File: config.mk
export PLATFORM = sky130hd
export DESIGN_NAME = io_fifo_port_flat
export DESIGN_NICKNAME = d
export VERILOG_FILES = /design/src/rtl/io_fifo_port_pkg.sv /design/src/rtl/io_fifo_port_if.sv /design/src/rtl/io_fifo_port_fifo.sv /design/src/rtl/io_fifo_port.sv /design/src/flat_wrapper.sv
export SDC_FILE = /design/constraint.sdc
export NUM_CORES = 1
export LEC_CHECK = 0
export ABC_CLOCK_PERIOD_IN_PS = 5000
export BUFFER_PORTS_ARGS = -buffer_cell sky130_fd_sc_hd__buf_2
export CORE_MARGIN = 1.5
export CORE_UTILIZATION = 61
export CTS_CLUSTER_DIAMETER = 60
export DETAILED_ROUTE_END_ITERATION = 10
export MAX_ROUTING_LAYER = met4
export PLACE_DENSITY = 0.95
export SYNTH_ARGS = -nofsm -noshare
export SYNTH_HDL_FRONTEND = slang
export SYNTH_SLANG_ARGS = --single-unit
File: constraint.sdc
create_clock -name clk -period 5 [get_ports clk]
set_clock_uncertainty 0.05 [all_clocks]
set_input_delay 0.5 -clock clk [delete_from_list [all_inputs] [get_ports clk]]
set_output_delay 0.5 -clock clk [all_outputs]
set_load 0.02 [all_outputs]
File: src/rtl/io_fifo_port_pkg.sv
// Shared definitions for io_fifo_port: status word bit positions and TX strobe states.
package io_pkg;

  localparam int ST_RX_NEMPTY  = 0;
  localparam int ST_TX_FULL    = 1;
  localparam int ST_RX_OVF     = 2;
  localparam int ST_TX_BUSY    = 3;
  localparam int ST_TX_OVF     = 4;
  localparam int ST_RX_CNT_LSB = 8;

  typedef enum logic [1:0] {
    IDLE   = 2'd0,
    STROBE = 2'd1,
    GAP    = 2'd2
  } tx_state_e;

  // Occupancy counter width: one bit more than the pointer so full and empty differ.
  function automatic int cnt_width(input int depth);
    return $clog2(depth) + 1;
  endfunction

endpackage

File: src/rtl/io_fifo_port_if.sv
// Bus-side and external-device signals of io_fifo_port; master drives stimulus, slave is the port.
interface io_fifo_port_if #(
  parameter int DATA_W = 8,
  parameter int BUS_W  = 16
);

  logic [DATA_W-1:0] in;
  logic              in_stb;
  logic [DATA_W-1:0] out;
  logic              out_stb;
  logic              out_ready;
  logic [BUS_W-1:0]  bus_in;
  logic              wr_en;
  logic              rd_en;
  logic              stat_en;
  logic [BUS_W-1:0]  bus_out;

  modport master (
    output in, in_stb, out_ready, bus_in, wr_en, rd_en, stat_en,
    input  out, out_stb, bus_out
  );

  modport slave (
    input  in, in_stb, out_ready, bus_in, wr_en, rd_en, stat_en,
    output out, out_stb, bus_out
  );

endinterface

File: src/rtl/io_fifo_port_fifo.sv
// Synchronous FIFO with combinational head; a push is dropped when full unless a pop frees the slot
// on the same edge, and a pop on empty is ignored (no bypass of a same-cycle push).
module sync_fifo #(
  parameter  int WIDTH = 8,
  parameter  int DEPTH = 4,
  localparam int PTR_W = $clog2(DEPTH),
  localparam int CNT_W = PTR_W + 1
) (
  input  logic             clk,
  input  logic             rst,
  input  logic             push_i,
  input  logic             pop_i,
  input  logic [WIDTH-1:0] din_i,
  output logic [WIDTH-1:0] dout_o,
  output logic             full_o,
  output logic             empty_o,
  output logic [CNT_W-1:0] count_o
);

  logic [WIDTH-1:0] mem_q [DEPTH];
  logic [PTR_W-1:0] wr_ptr_q, wr_ptr_d;
  logic [PTR_W-1:0] rd_ptr_q, rd_ptr_d;
  logic [CNT_W-1:0] count_q, count_d;
  logic             do_push;
  logic             do_pop;

  assign empty_o = (count_q == '0);
  assign full_o  = (count_q == CNT_W'(DEPTH));
  assign do_pop  = pop_i && !empty_o;
  assign do_push = push_i && (!full_o || do_pop);

  always_comb begin
    wr_ptr_d = wr_ptr_q;
    rd_ptr_d = rd_ptr_q;
    count_d  = count_q;
    // Pointers wrap naturally because DEPTH is a power of two.
    if (do_push) wr_ptr_d = wr_ptr_q + PTR_W'(1);
    if (do_pop)  rd_ptr_d = rd_ptr_q + PTR_W'(1);
    if (do_push && !do_pop)      count_d = count_q + CNT_W'(1);
    else if (do_pop && !do_push) count_d = count_q - CNT_W'(1);
  end

  always_ff @(posedge clk) begin
    if (rst) begin
      wr_ptr_q <= '0;
      rd_ptr_q <= '0;
      count_q  <= '0;
    end else begin
      wr_ptr_q <= wr_ptr_d;
      rd_ptr_q <= rd_ptr_d;
      count_q  <= count_d;
    end
  end

  always_ff @(posedge clk) begin
    if (do_push) mem_q[wr_ptr_q] <= din_i;
  end

  assign dout_o  = mem_q[rd_ptr_q];
  assign count_o = count_q;

endmodule

File: src/rtl/io_fifo_port.sv
// Buffered character port: external strobe -> RX FIFO -> bus reads; bus writes -> TX FIFO -> timed strobe.
// TX waits for out_ready in IDLE; bus_out is combinational; full FIFOs drop and raise a sticky overflow.
module io_fifo_port
  import io_pkg::*;
#(
  parameter int DATA_W        = 8,
  parameter int BUS_W         = 16,
  parameter int DEPTH         = 4,
  parameter int STROBE_CYCLES = 1
) (
  input logic                clk,
  input logic                rst,
  io_fifo_port_if.slave      io
);

  localparam int CNT_W = cnt_width(DEPTH);
  localparam int SC_W  = (STROBE_CYCLES > 1) ? $clog2(STROBE_CYCLES) : 1;

  logic [DATA_W-1:0] rx_dout;
  logic              rx_full;
  logic              rx_empty;
  logic [CNT_W-1:0]  rx_count;
  logic [DATA_W-1:0] tx_dout;
  logic              tx_full;
  logic              tx_empty;
  logic [CNT_W-1:0]  tx_count;
  logic              tx_pop;

  sync_fifo #(.WIDTH(DATA_W), .DEPTH(DEPTH)) u_rx_fifo (
    .clk     (clk),
    .rst     (rst),
    .push_i  (io.in_stb),
    .pop_i   (io.rd_en),
    .din_i   (io.in),
    .dout_o  (rx_dout),
    .full_o  (rx_full),
    .empty_o (rx_empty),
    .count_o (rx_count)
  );

  sync_fifo #(.WIDTH(DATA_W), .DEPTH(DEPTH)) u_tx_fifo (
    .clk     (clk),
    .rst     (rst),
    .push_i  (io.wr_en),
    .pop_i   (tx_pop),
    .din_i   (io.bus_in[DATA_W-1:0]),
    .dout_o  (tx_dout),
    .full_o  (tx_full),
    .empty_o (tx_empty),
    .count_o (tx_count)
  );

  if (DATA_W < BUS_W) begin : g_bus_in_hi
    logic unused_bus_in_hi;
    assign unused_bus_in_hi = ^io.bus_in[BUS_W-1:DATA_W];
  end

  // ---------------- sticky overflow flags ----------------
  logic rx_ovf_q, rx_ovf_d;
  logic tx_ovf_q, tx_ovf_d;
  logic rx_ovf_set;
  logic tx_ovf_set;
  logic flag_clr;

  // A drop only happens when the full FIFO is not also being drained on this edge.
  assign rx_ovf_set = io.in_stb && rx_full && !io.rd_en;
  assign tx_ovf_set = io.wr_en && (tx_count == CNT_W'(DEPTH)) && !tx_pop;
  assign flag_clr   = io.stat_en && !io.rd_en;

  always_comb begin
    rx_ovf_d = rx_ovf_set || (rx_ovf_q && !flag_clr);
    tx_ovf_d = tx_ovf_set || (tx_ovf_q && !flag_clr);
  end

  // ---------------- TX strobe state machine ----------------
  tx_state_e         state_q, state_d;
  logic [SC_W-1:0]   stb_cnt_q, stb_cnt_d;
  logic [DATA_W-1:0] out_q, out_d;
  logic              out_stb_q, out_stb_d;

  always_comb begin
    state_d   = state_q;
    stb_cnt_d = stb_cnt_q;
    out_d     = out_q;
    tx_pop    = 1'b0;
    unique case (state_q)
      IDLE: begin
        if (!tx_empty && io.out_ready) begin
          tx_pop    = 1'b1;
          out_d     = tx_dout;
          stb_cnt_d = '0;
          state_d   = STROBE;
        end
      end
      STROBE: begin
        if (stb_cnt_q == SC_W'(STROBE_CYCLES - 1)) state_d = GAP;
        else                                        stb_cnt_d = stb_cnt_q + SC_W'(1);
      end
      GAP:     state_d = IDLE;
      default: state_d = IDLE;
    endcase
    // The strobe is a registered decode so the external pin never glitches.
    out_stb_d = (state_d == STROBE);
  end

  always_ff @(posedge clk) begin
    if (rst) begin
      state_q   <= IDLE;
      stb_cnt_q <= '0;
      out_q     <= '0;
      out_stb_q <= 1'b0;
      rx_ovf_q  <= 1'b0;
      tx_ovf_q  <= 1'b0;
    end else begin
      state_q   <= state_d;
      stb_cnt_q <= stb_cnt_d;
      out_q     <= out_d;
      out_stb_q <= out_stb_d;
      rx_ovf_q  <= rx_ovf_d;
      tx_ovf_q  <= tx_ovf_d;
    end
  end

  assign io.out     = out_q;
  assign io.out_stb = out_stb_q;

  // ---------------- bus read mux ----------------
  logic [BUS_W-1:0] status_w;
  logic [BUS_W-1:0] rx_head_w;
  logic [BUS_W-1:0] bus_out_w;

  always_comb begin
    status_w                              = '0;
    status_w[ST_RX_NEMPTY]                = !rx_empty;
    status_w[ST_TX_FULL]                  = tx_full;
    status_w[ST_RX_OVF]                   = rx_ovf_q;
    status_w[ST_TX_BUSY]                  = (state_q != IDLE);
    status_w[ST_TX_OVF]                   = tx_ovf_q;
    status_w[ST_RX_CNT_LSB +: CNT_W]      = rx_count;

    rx_head_w = '0;
    if (!rx_empty) rx_head_w[DATA_W-1:0] = rx_dout;

    bus_out_w = '0;
    if (io.rd_en)        bus_out_w = rx_head_w;
    else if (io.stat_en) bus_out_w = status_w;
  end

  assign io.bus_out = bus_out_w;

endmodule

File: src/flat_wrapper.sv
// flat-port wrapper written by rule: the top's interface ports become plain ports
module io_fifo_port_flat import io_pkg::*;
#(
  parameter int DATA_W        = 8,
  parameter int BUS_W         = 16,
  parameter int DEPTH         = 4,
  parameter int STROBE_CYCLES = 1
)
  (clk, rst, io_in, io_in_stb, io_out_ready, io_bus_in, io_wr_en, io_rd_en, io_stat_en, io_out, io_out_stb, io_bus_out);
  io_fifo_port_if #(.DATA_W(DATA_W), .BUS_W(BUS_W)) io_i ();
  input logic clk;
  input logic rst;
  input wire logic [$bits(io_i.in)-1:0] io_in;
  input wire logic [$bits(io_i.in_stb)-1:0] io_in_stb;
  input wire logic [$bits(io_i.out_ready)-1:0] io_out_ready;
  input wire logic [$bits(io_i.bus_in)-1:0] io_bus_in;
  input wire logic [$bits(io_i.wr_en)-1:0] io_wr_en;
  input wire logic [$bits(io_i.rd_en)-1:0] io_rd_en;
  input wire logic [$bits(io_i.stat_en)-1:0] io_stat_en;
  output wire logic [$bits(io_i.out)-1:0] io_out;
  output wire logic [$bits(io_i.out_stb)-1:0] io_out_stb;
  output wire logic [$bits(io_i.bus_out)-1:0] io_bus_out;
  assign io_i.in = io_in;
  assign io_i.in_stb = io_in_stb;
  assign io_i.out_ready = io_out_ready;
  assign io_i.bus_in = io_bus_in;
  assign io_i.wr_en = io_wr_en;
  assign io_i.rd_en = io_rd_en;
  assign io_i.stat_en = io_stat_en;
  assign io_out = io_i.out;
  assign io_out_stb = io_i.out_stb;
  assign io_bus_out = io_i.bus_out;
  io_fifo_port #(.DATA_W(DATA_W), .BUS_W(BUS_W), .DEPTH(DEPTH), .STROBE_CYCLES(STROBE_CYCLES)) u_core (.clk(clk), .rst(rst), .io(io_i));
endmodule
==> metrics.yaml, run 1 <==
worst_setup_path:
  cp_top_family: "flip-flops"
  worstSetupPathType: "reg -> out"
  critPathCaptureType: "primary output"
  path_cells: "mux4_2, a22o_1, buf_2"
  cp_slowest_cell: "dfxtp_1"
  cp_data_arrival_time_ps: 2040
  critPathMaxStageDelay_ps: 690
  start_kind: "flip-flop"
  crit_required_ps: 4450
  worstPathMaxFanout: 8
  path_buf_inv: 1
worst_hold_path:
  min_path_type: "in -> reg"
clock_network:
  cts-htree-levels: 3
  clock_latency_ps: 350
  cts_root_buf: "clkbuf_8"
  clk_pin_slew_ps: 90
  clkSinkCount: 93
  cts_tree: "done"
  postCtsHoldBufs: 0
  postCtsResizedCells: 0
  clockBufferDepth: 2
  cts_setup_buffers: 0
  cts_buffers: 9
sta:
  fin_crit_ps: 2590
  grt_setup_unrepaired: "false"
  fmax_mhz: 386
  setup_ws_ps: 2410
  tightest_slew_ps: 809
  slew_viol_final: 0
  fin_crit_sh_pct: 51.8
  setup_tns_ps: 0
  setup_viol_count_final: 0
  hold_violations: 0
  max_slew_margin_pct: 45.6
  holdWs_ps: 299
pwr:
  irDropWorstVdd_uv: 251
  powerDensity_nw_per_um2: 491
  leakage_nw: 1.58
final_layout:
  final_common_cell: "edfxtp_1"
  area_growth_pct: 11.4
  antennaDiodeCount: 0
  layout.cells.non_filler: 375
  fillers: 364
  final_cell_mix: "64 x edfxtp_1, 42 x buf_2, 29 x dfxtp_1"
  layout.nets: 338
  fin_area_um2: 4250
  drive_gt1_share_pct: 25.7
route:
  detail_route.wl_per_cell_um: 18.3
  firstDrtPassIters: 4
  drtIter0Drc: 173
  postRouteAntennaNets: 0
  vias: 2205
  drc: 0
  viasPerCell: 5.88
  wl_um: 6880
place:
  dp_cells: 359
  port_buffers: 42
  gp_routability_congestion: 0.740
  hpwlAfterDp_um: 4620
  dp_slack_ps: 2300
  place_area_um2: 4050
synthesis:
  synth_cell_type_count: 39
  syn-instance-count: 253
  yosysWarnings: 0
  syn_avg_cell_area_um2: 15.1
  seq_area_frac_synth_pct: 65.6
  netlist_area_um2: 3810
  ys_ff_latch: 93
die:
  row_count: 28
  die_y_um: 82.1
  ios: 56
  core-area_um2: 5990
  die_w_um: 82.1
  start_util_pct: 63.7
  die_area_um2: 6740
global_routing:
  track_usage_pct: 23.3
  antenna_found_initial: 0
  grt_pass1_vias: 2115
  grt_max_degree: 32
  grt_pass1_wl_um: 10600
  grt_overflow: 0
flow_run:
  drv_cap: 0
outcome:
  outcome: "completed"
## metal layers
metal  share of wire, %  vias up  global-route usage [%]
met4                1.5        0                    10.3
met2                 50       87                    35.9
li1                   -     1027                       -
met1                 41     1079                    29.6
met5                  0        -                       -
met3                7.0       12                    5.33
## logic make-up after synthesis
group           Yosys count  share of synthesized area [%]
compound gates           36                           5.74
flops                    93                           65.6
fa+ha+maj                12                           4.33
buf+inv                  23                           2.98
simple gates             61                           9.05
mux                      21                           10.8
other cells               1                         0.0983
xor+xnor                  6                           1.38
## cells in the mapped netlist
cell type / instances / area (um^2)
or3b_4: 1 / 11.3
mux2_1: 2 / 22.5
buf_1: 2 / 7.51
and3b_1: 1 / 8.76
nor3_1: 2 / 10.0
nor2_1: 16 / 60.1
xnor2_1: 1 / 8.76
a22o_1: 3 / 26.3
buf_4: 6 / 45.0
ha_1: 10 / 125
nor4b_1: 1 / 8.76
fa_1: 2 / 40.0
o311ai_0: 1 / 8.76
buf_2: 3 / 15.0
nand2b_1: 3 / 18.8
nand2_1: 3 / 11.3
o21ai_0: 14 / 70.1
conb_1: 1 / 3.75
a21oi_1: 14 / 70.1
xor2_1: 5 / 43.8
or3_1: 4 / 25.0
and2_1: 9 / 56.3
a32oi_1: 1 / 8.76
a21boi_4: 1 / 18.8
nor3b_2: 2 / 25.0
nor3b_1: 1 / 7.51
clkbuf_1: 3 / 11.3
mux4_2: 16 / 360
nand3_1: 11 / 55.1
o31a_1: 1 / 8.76
dfxtp_1: 29 / 581
clkbuf_2: 1 / 5.00
or4b_1: 1 / 10.0
mux2i_1: 3 / 30.0
and3_1: 4 / 25.0
edfxtp_1: 64 / 1920
nor2b_1: 2 / 12.5
a22oi_1: 1 / 7.51
inv_1: 8 / 30.0
## power breakdown
part / internal [W] / total [W] / switching [W]
clock network: 0.000236 / 0.000502 / 0.000266
logic: 0.000247 / 0.000553 / 0.000306
registers: 0.000927 / 0.00103 / 0.000105
total: 0.00141 / 0.00209 / 0.000677
## stage by stage
step	power [W]	util (%)
final	0.00209	70.9
after global routing	0.00219	70.9
after CTS	0.00210	70.9
after detailed placement	0.00160	67.6
after global placement	0.00156	67.6
after floorplan	0.00145	-
## final timing paths
| path | start | to | slack (ps) | cells past startpoint |
|---|---|---|---|---|
| worst max register to register | u_core.state_q[0]$_SDFF_PP0_ | u_core.u_tx_fifo.count_o[2]$_SDFFE_PP0P_ | 2490 | 8 |
| worst max-delay path | flip-flop | io_bus_out[4] | 2410 | 3 |
| worst min-delay path | io_in[1] | u_core.u_rx_fifo.mem_q[3][1]$_DFFE_PP_ | 300 | 1 |
| worst min register to register | u_core.io.out[2]$_SDFFE_PP0N_ | u_core.io.out[2]$_SDFFE_PP0N_ | 430 | 2 |
## area by class of cell
type                       count  area (um^2)  share of cell area [%]
clock buffer                  10          128                    3.00
clock inverter                 6         71.3                    1.68
inverter                       8         30.0                   0.707
multi-input combinational    141         1210                    28.6
sequential                    93         2500                    58.9
tap                           75         93.8                    2.21
timing repair buffer          42          210                    4.95
## state kept, by name, indices dropped and copies added (netlist names), 2 cells and up, named ones only
signal	cells
u_core.u_tx_fifo.mem_q	32
u_core.u_rx_fifo.rd_ptr_q	2
u_core.u_tx_fifo.rd_ptr_q	2
u_core.state_q	2
u_core.u_rx_fifo.mem_q	32
u_core.u_tx_fifo.count_o	3
u_core.u_tx_fifo.wr_ptr_q	2
u_core.io.out	8
u_core.u_rx_fifo.count_o	3
u_core.u_rx_fifo.wr_ptr_q	2
(Power assumes the default switching activity.)
==> inputs of run 2 (changes only) <==
--- a/config.mk
+++ b/config.mk
@@ -5,14 +5,14 @@
 export SDC_FILE = /design/constraint.sdc
 export NUM_CORES = 1
 export LEC_CHECK = 0
-export ABC_CLOCK_PERIOD_IN_PS = 5000
+export ABC_CLOCK_PERIOD_IN_PS = 2300
 export BUFFER_PORTS_ARGS = -buffer_cell sky130_fd_sc_hd__buf_2
 export CORE_MARGIN = 1.5
-export CORE_UTILIZATION = 61
+export CORE_UTILIZATION = 51
 export CTS_CLUSTER_DIAMETER = 60
 export DETAILED_ROUTE_END_ITERATION = 10
 export MAX_ROUTING_LAYER = met4
-export PLACE_DENSITY = 0.95
+export PLACE_DENSITY = 0.87
 export SYNTH_ARGS = -nofsm -noshare
 export SYNTH_HDL_FRONTEND = slang
 export SYNTH_SLANG_ARGS = --single-unit
==> constraint.sdc (replaced) <==
create_clock -name clk -period 2.3 [get_ports clk]
set_clock_uncertainty 0.05 [all_clocks]
set_input_delay 0.23 -clock clk [delete_from_list [all_inputs] [get_ports clk]]
set_output_delay 0.23 -clock clk [all_outputs]
set_load 0.02 [all_outputs]
==> run 2 against run 1 <==
Net effect:
- utilization shrank 11 points
- worst hold slack got worse by 280 ps
- power increased by 130%
- largest power group unchanged
- highest routed layer unchanged
- sequential share of layout area down 1.5 points
- clock power grew 130%
- cell count is 8.5% higher
- first-iteration DRC count increased by 14%
- routed wire length is 0.99% higher
==> metrics.yaml, run 2 (synthesis results as in run 1) <==
pwr:
  power_frac_clock_pct: 24.1
  leakage_nw: 1.63
  swShare_pct: 32.8
  switching_power_w: 0.00154
  finalPower_w: 0.00470
  seq_power_share_pct: 47.2
  irDropWorstVdd_uv: 534
  powerDensity_nw_per_um2: 1070
  comb_power_share_pct: 28.7
  intPower_w: 0.00315
final_layout:
  layout.nets: 346
  layout.cells.non_filler: 407
  antennaDiodeCount: 0
  final_common_cell: "edfxtp_1"
  final_cell_mix: "64 x edfxtp_1, 42 x buf_2, 26 x dfxtp_1"
  fillers: 537
  area_growth_pct: 14.6
  drive_gt1_share_pct: 29.9
worst_setup_path:
  r2r_setup_slack_ps: 20
  critPathMaxStageDelay_ps: 420
  cp_top_family: "simple AND/OR/NAND/NOR gates"
  cp_data_arrival_time_ps: 2520
  cp_slowest_cell: "or3b_4"
  critPathCaptureType: "flip-flop"
  start_kind: "flip-flop"
  worst-path-stages: 8
  r2r_cells: 8
  worstPathMaxFanout: 4
  crit_required_ps: 2540
  worstSetupPathType: "reg -> reg"
  path_cells: "or3b_4, a21boi_4, ha_4, inv_1, fa_2, xor2_1, or3_1, a21oi_2"
  path_buf_inv: 1
place:
  hpwlAfterDp_um: 4600
  dp_cells: 390
  port_buffers: 42
  gp_routability_congestion: 0.825
clock_network:
  postCtsHoldBufs: 0
  clkSinkCount: 93
  cts_buffers: 9
  clk_pin_slew_ps: 100
  cts-htree-levels: 3
  clockBufferDepth: 2
  cts_root_buf: "clkbuf_8"
  clock_latency_ps: 370
  cts_tree: "done"
die:
  start_util_pct: 52.6
  die_w_um: 89.5
  die_y_um: 89.5
  die_area_um2: 8010
  row_count: 31
  core-area_um2: 7250
  ios: 56
sta:
  hold_violations: 0
  tightest_slew_ps: 842
  fin_crit_ps: 2280
  fmax_mhz: 439
  grt_setup_unrepaired: "true"
  slew_viol_final: 0
  fin_crit_sh_pct: 99.1
  setup_viol_count_final: 0
  max_slew_margin_pct: 43.5
route:
  viasPerCell: 5.53
  firstDrtPassIters: 4
  vias: 2251
  postRouteAntennaNets: 0
  wl_um: 6950
  detail_route.wl_per_cell_um: 17.1
  drtIter0Drc: 198
  drc: 0
global_routing:
  grt_pass1_wl_um: 10700
  track_usage_pct: 19.5
  grt_overflow: 0
  grt_max_degree: 32
  grt_pass1_vias: 2205
  antenna_found_initial: 0
outcome:
  outcome: "completed"
worst_hold_path:
  min_path_type: "in -> reg"
  whs_path_depth: 1
flow_run:
  drv_cap: 0
==> run 2: final cells by class <==
class | instances | area (um^2) | area share [%]
multi-input cells | 141 | 1230 | 28.3
repair buffers | 50 | 270 | 6.18
clock buffers | 9 | 124 | 2.83
flip-flops and latches | 93 | 2510 | 57.3
well taps | 99 | 124 | 2.83
clock inverters | 7 | 81.3 | 1.86
inverters | 8 | 30.0 | 0.687
==> run 2: repair_timing <==
item	in CTS	in global routing
endpoints found under the setup margin	1	1
gates resized for setup	4	4
pin swaps	1	3
gates cloned	0	0
setup buffers	0	1
==> run 2: power by group through the flow <==
stage               Clock, W  Sequential (W)  Combinational (W)
floorplan                  0         0.00221           0.000946
global placement           0         0.00223            0.00123
detailed placement         0         0.00225            0.00129
CTS                  0.00115         0.00222            0.00132
global route         0.00121         0.00225            0.00147
finish               0.00113         0.00222            0.00135
==> run 2: per-stage QoR <==
step | utilization (%) | hold slack [ps] | cell area [um^2] | worst slack, ps | TNS (ps)
finish | 60.3 | 19.7 | 4370 | 19.7 | 0
global route | 60.3 | 1.95 | 4370 | -64.4 | -64.4
CTS | 60.0 | 8.03 | 4350 | 15.2 | 0
detailed placement | 57.0 | 397 | 4130 | 32.6 | 0
global placement | 57.0 | 390 | 4130 | 126 | 0
floorplan | - | 279 | 3830 | 76.1 | 0
==> run 2: path summary, 6_finish.rpt <==
kind	from	endpoint
hold / removal	io_bus_in[5]	u_core.u_tx_fifo.mem_q[0][5]$_DFFE_PP_
hold reg to reg	u_core.state_q[1]$_SDFF_PP0_	u_core.state_q[1]$_SDFF_PP0_
setup reg to reg	u_core.state_q[0]$_SDFF_PP0_	u_core.u_tx_fifo.count_o[2]$_SDFFE_PP0P_
setup / recovery	u_core.state_q[0]$_SDFF_PP0_	u_core.u_tx_fifo.count_o[2]$_SDFFE_PP0P_
==> run 2: metal layers <==
layer	part of all wire (%)	GRT usage, %	wire length [um]
met1	41	22.6	2850
met2	53	32.2	3660
met3	4.7	5.08	327
met4	1.6	8.53	108
met5	0	-	0
==> inputs of run 3 (changes only) <==
--- a/config.mk
+++ b/config.mk
@@ -12,7 +12,7 @@
 export CTS_CLUSTER_DIAMETER = 60
 export DETAILED_ROUTE_END_ITERATION = 10
 export MAX_ROUTING_LAYER = met4
-export PLACE_DENSITY = 0.87
+export PLACE_DENSITY_LB_ADDON = 0.12
 export SYNTH_ARGS = -nofsm -noshare
 export SYNTH_HDL_FRONTEND = slang
 export SYNTH_SLANG_ARGS = --single-unit
==> run 3 against run 2 <==
Net effect:
- cell area about the same
- largest power group unchanged
- register-to-register slack gained 80 ps
- combinational power barely moved
- count of clock-buffer cells in the layout is the same
- worst hold slack improved by 23 ps
- power down 1.8%
- global-route usage decreased by 1.6 points
- worst setup slack improved by 80 ps
- critical endpoint unchanged
- flip-flop and latch count unchanged
- cell count up 0.49%
- die area is the same
- critical path depth stayed put
==> metrics.yaml, run 3 (synthesis results as in run 1) <==
pwr:
  power_frac_clock_pct: 23.2
  switching_power_w: 0.00145
  irDropWorstVdd_uv: 611
  leakage_nw: 1.64
  powerDensity_nw_per_um2: 1050
  comb_power_share_pct: 29.3
  intPower_w: 0.00316
  swShare_pct: 31.4
  seq_power_share_pct: 47.5
route:
  vias: 2108
  detail_route.wl_per_cell_um: 15.5
  postRouteAntennaNets: 0
  viasPerCell: 5.15
  wl_um: 6320
  drc: 0
  drtIter0Drc: 141
  firstDrtPassIters: 4
sta:
  tightest_slew_ps: 636
  setup_viol_count_final: 0
  fin_crit_ps: 2200
  setup_ws_ps: 99.4
  slew_viol_final: 0
  grt_setup_unrepaired: "false"
  fmax_mhz: 454
  hold_violations: 0
  fin_crit_sh_pct: 95.7
  setup_tns_ps: 0
  holdWs_ps: 42.8
  max_slew_margin_pct: 57.5
worst_setup_path:
  worstPathMaxFanout: 4
  critPathMaxStageDelay_ps: 410
  path_buf_inv: 1
  cp_data_arrival_time_ps: 2420
  path_cells: "or3b_4, a21boi_4, ha_4, inv_1, fa_1, xor2_1, or3_1, a21oi_1"
  critPathCaptureType: "flip-flop"
  cp_top_family: "simple AND/OR/NAND/NOR gates"
  cp_slowest_cell: "or3b_4"
  crit_required_ps: 2520
  worstSetupPathType: "reg -> reg"
  start_kind: "flip-flop"
global_routing:
  grt_pass1_wl_um: 9830
  grt_overflow: 0
  track_usage_pct: 17.9
  grt_pass1_vias: 1964
  antenna_found_initial: 0
  grt_max_degree: 32
die:
  ios: 56
  start_util_pct: 52.6
  die_area_um2: 8010
  core-area_um2: 7250
  row_count: 31
  die_y_um: 89.5
  die_w_um: 89.5
clock_network:
  clockBufferDepth: 2
  cts_tree: "done"
  cts_setup_buffers: 0
  clk_pin_slew_ps: 100
  cts_root_buf: "clkbuf_8"
  cts-htree-levels: 3
  clkSinkCount: 93
  clock_latency_ps: 340
  postCtsHoldBufs: 0
  cts_buffers: 9
final_layout:
  final_common_cell: "edfxtp_1"
  area_growth_pct: 14.6
  fillers: 589
  antennaDiodeCount: 0
  final_cell_mix: "64 x edfxtp_1, 42 x buf_2, 27 x dfxtp_1"
  area.sequential_um2: 2500
  layout.nets: 348
  multi_input_area_um2: 1230
  drive_gt1_share_pct: 29.4
place:
  gp_routability_congestion: 0.729
  port_buffers: 42
  dp_slack_ps: 57.5
  hpwlAfterDp_um: 4320
outcome:
  outcome: "completed"
flow_run:
  drv_cap: 0
worst_hold_path:
  min_path_type: "in -> reg"
[run 3: final cells by class]
type | instances | share of cell area [%]
clock inverters | 7 | 1.72
clock buffers | 9 | 2.83
well taps | 99 | 2.83
multi-input cells | 141 | 28.1
flip-flops and latches | 93 | 57.3
inverters | 8 | 0.687
repair buffers | 52 | 6.53
[run 3: layer usage]
layer,track usage (%),routed length [um],part of all wire (%),vias up
li1,-,-,-,1042
met1,25.4,3140,50,1022
met2,25.4,2950,47,39
met3,4.99,166,2.6,5
met4,5.45,68,1.1,0
met5,-,0,0,-
[run 3: final timing paths]
kind                                      from                                        to  slack, ps  cells past startpoint
setup / recovery  u_core.state_q[0]$_SDFF_PP0_  u_core.u_tx_fifo.count_o[2]$_SDFFE_PP0P_        100                      8
hold / removal                    io_bus_in[3]    u_core.u_tx_fifo.mem_q[0][3]$_DFFE_PP_         40                      1
setup reg to reg  u_core.state_q[0]$_SDFF_PP0_  u_core.u_tx_fifo.count_o[2]$_SDFFE_PP0P_        100                      8
hold reg to reg   u_core.state_q[1]$_SDFF_PP0_              u_core.state_q[1]$_SDFF_PP0_        400                      1
[run 3: timing repair]
| action | in CTS | in global routing |
|---|---|---|
| hold endpoints to repair | 0 | 0 |
| setup endpoints to repair | 0 | 1 |
| gates resized for setup | 0 | 5 |
[run 3: metrics by stage]
| step | cells | util (%) | power, W | instance area, um^2 |
|---|---|---|---|---|
| after floorplan | 257 | - | 0.00316 | 3830 |
| after global routing | 409 | 60.3 | 0.00491 | 4370 |
| after CTS | 409 | 60.0 | 0.00463 | 4350 |
| final | 409 | 60.3 | 0.00461 | 4370 |
| after global placement | 393 | 57.3 | 0.00355 | 4160 |
| after detailed placement | 393 | 57.3 | 0.00357 | 4160 |
[run 3: power by group through the flow]
stage	clock network (W)	registers (W)	logic [W]
2_1_floorplan	0	0.00221	0.000946
3_5_place_dp	0	0.00223	0.00134
4_1_cts	0.00109	0.00219	0.00134
5_1_grt	0.00117	0.00223	0.00152
6_report	0.00107	0.00219	0.00135
3_3_place_gp	0	0.00222	0.00132
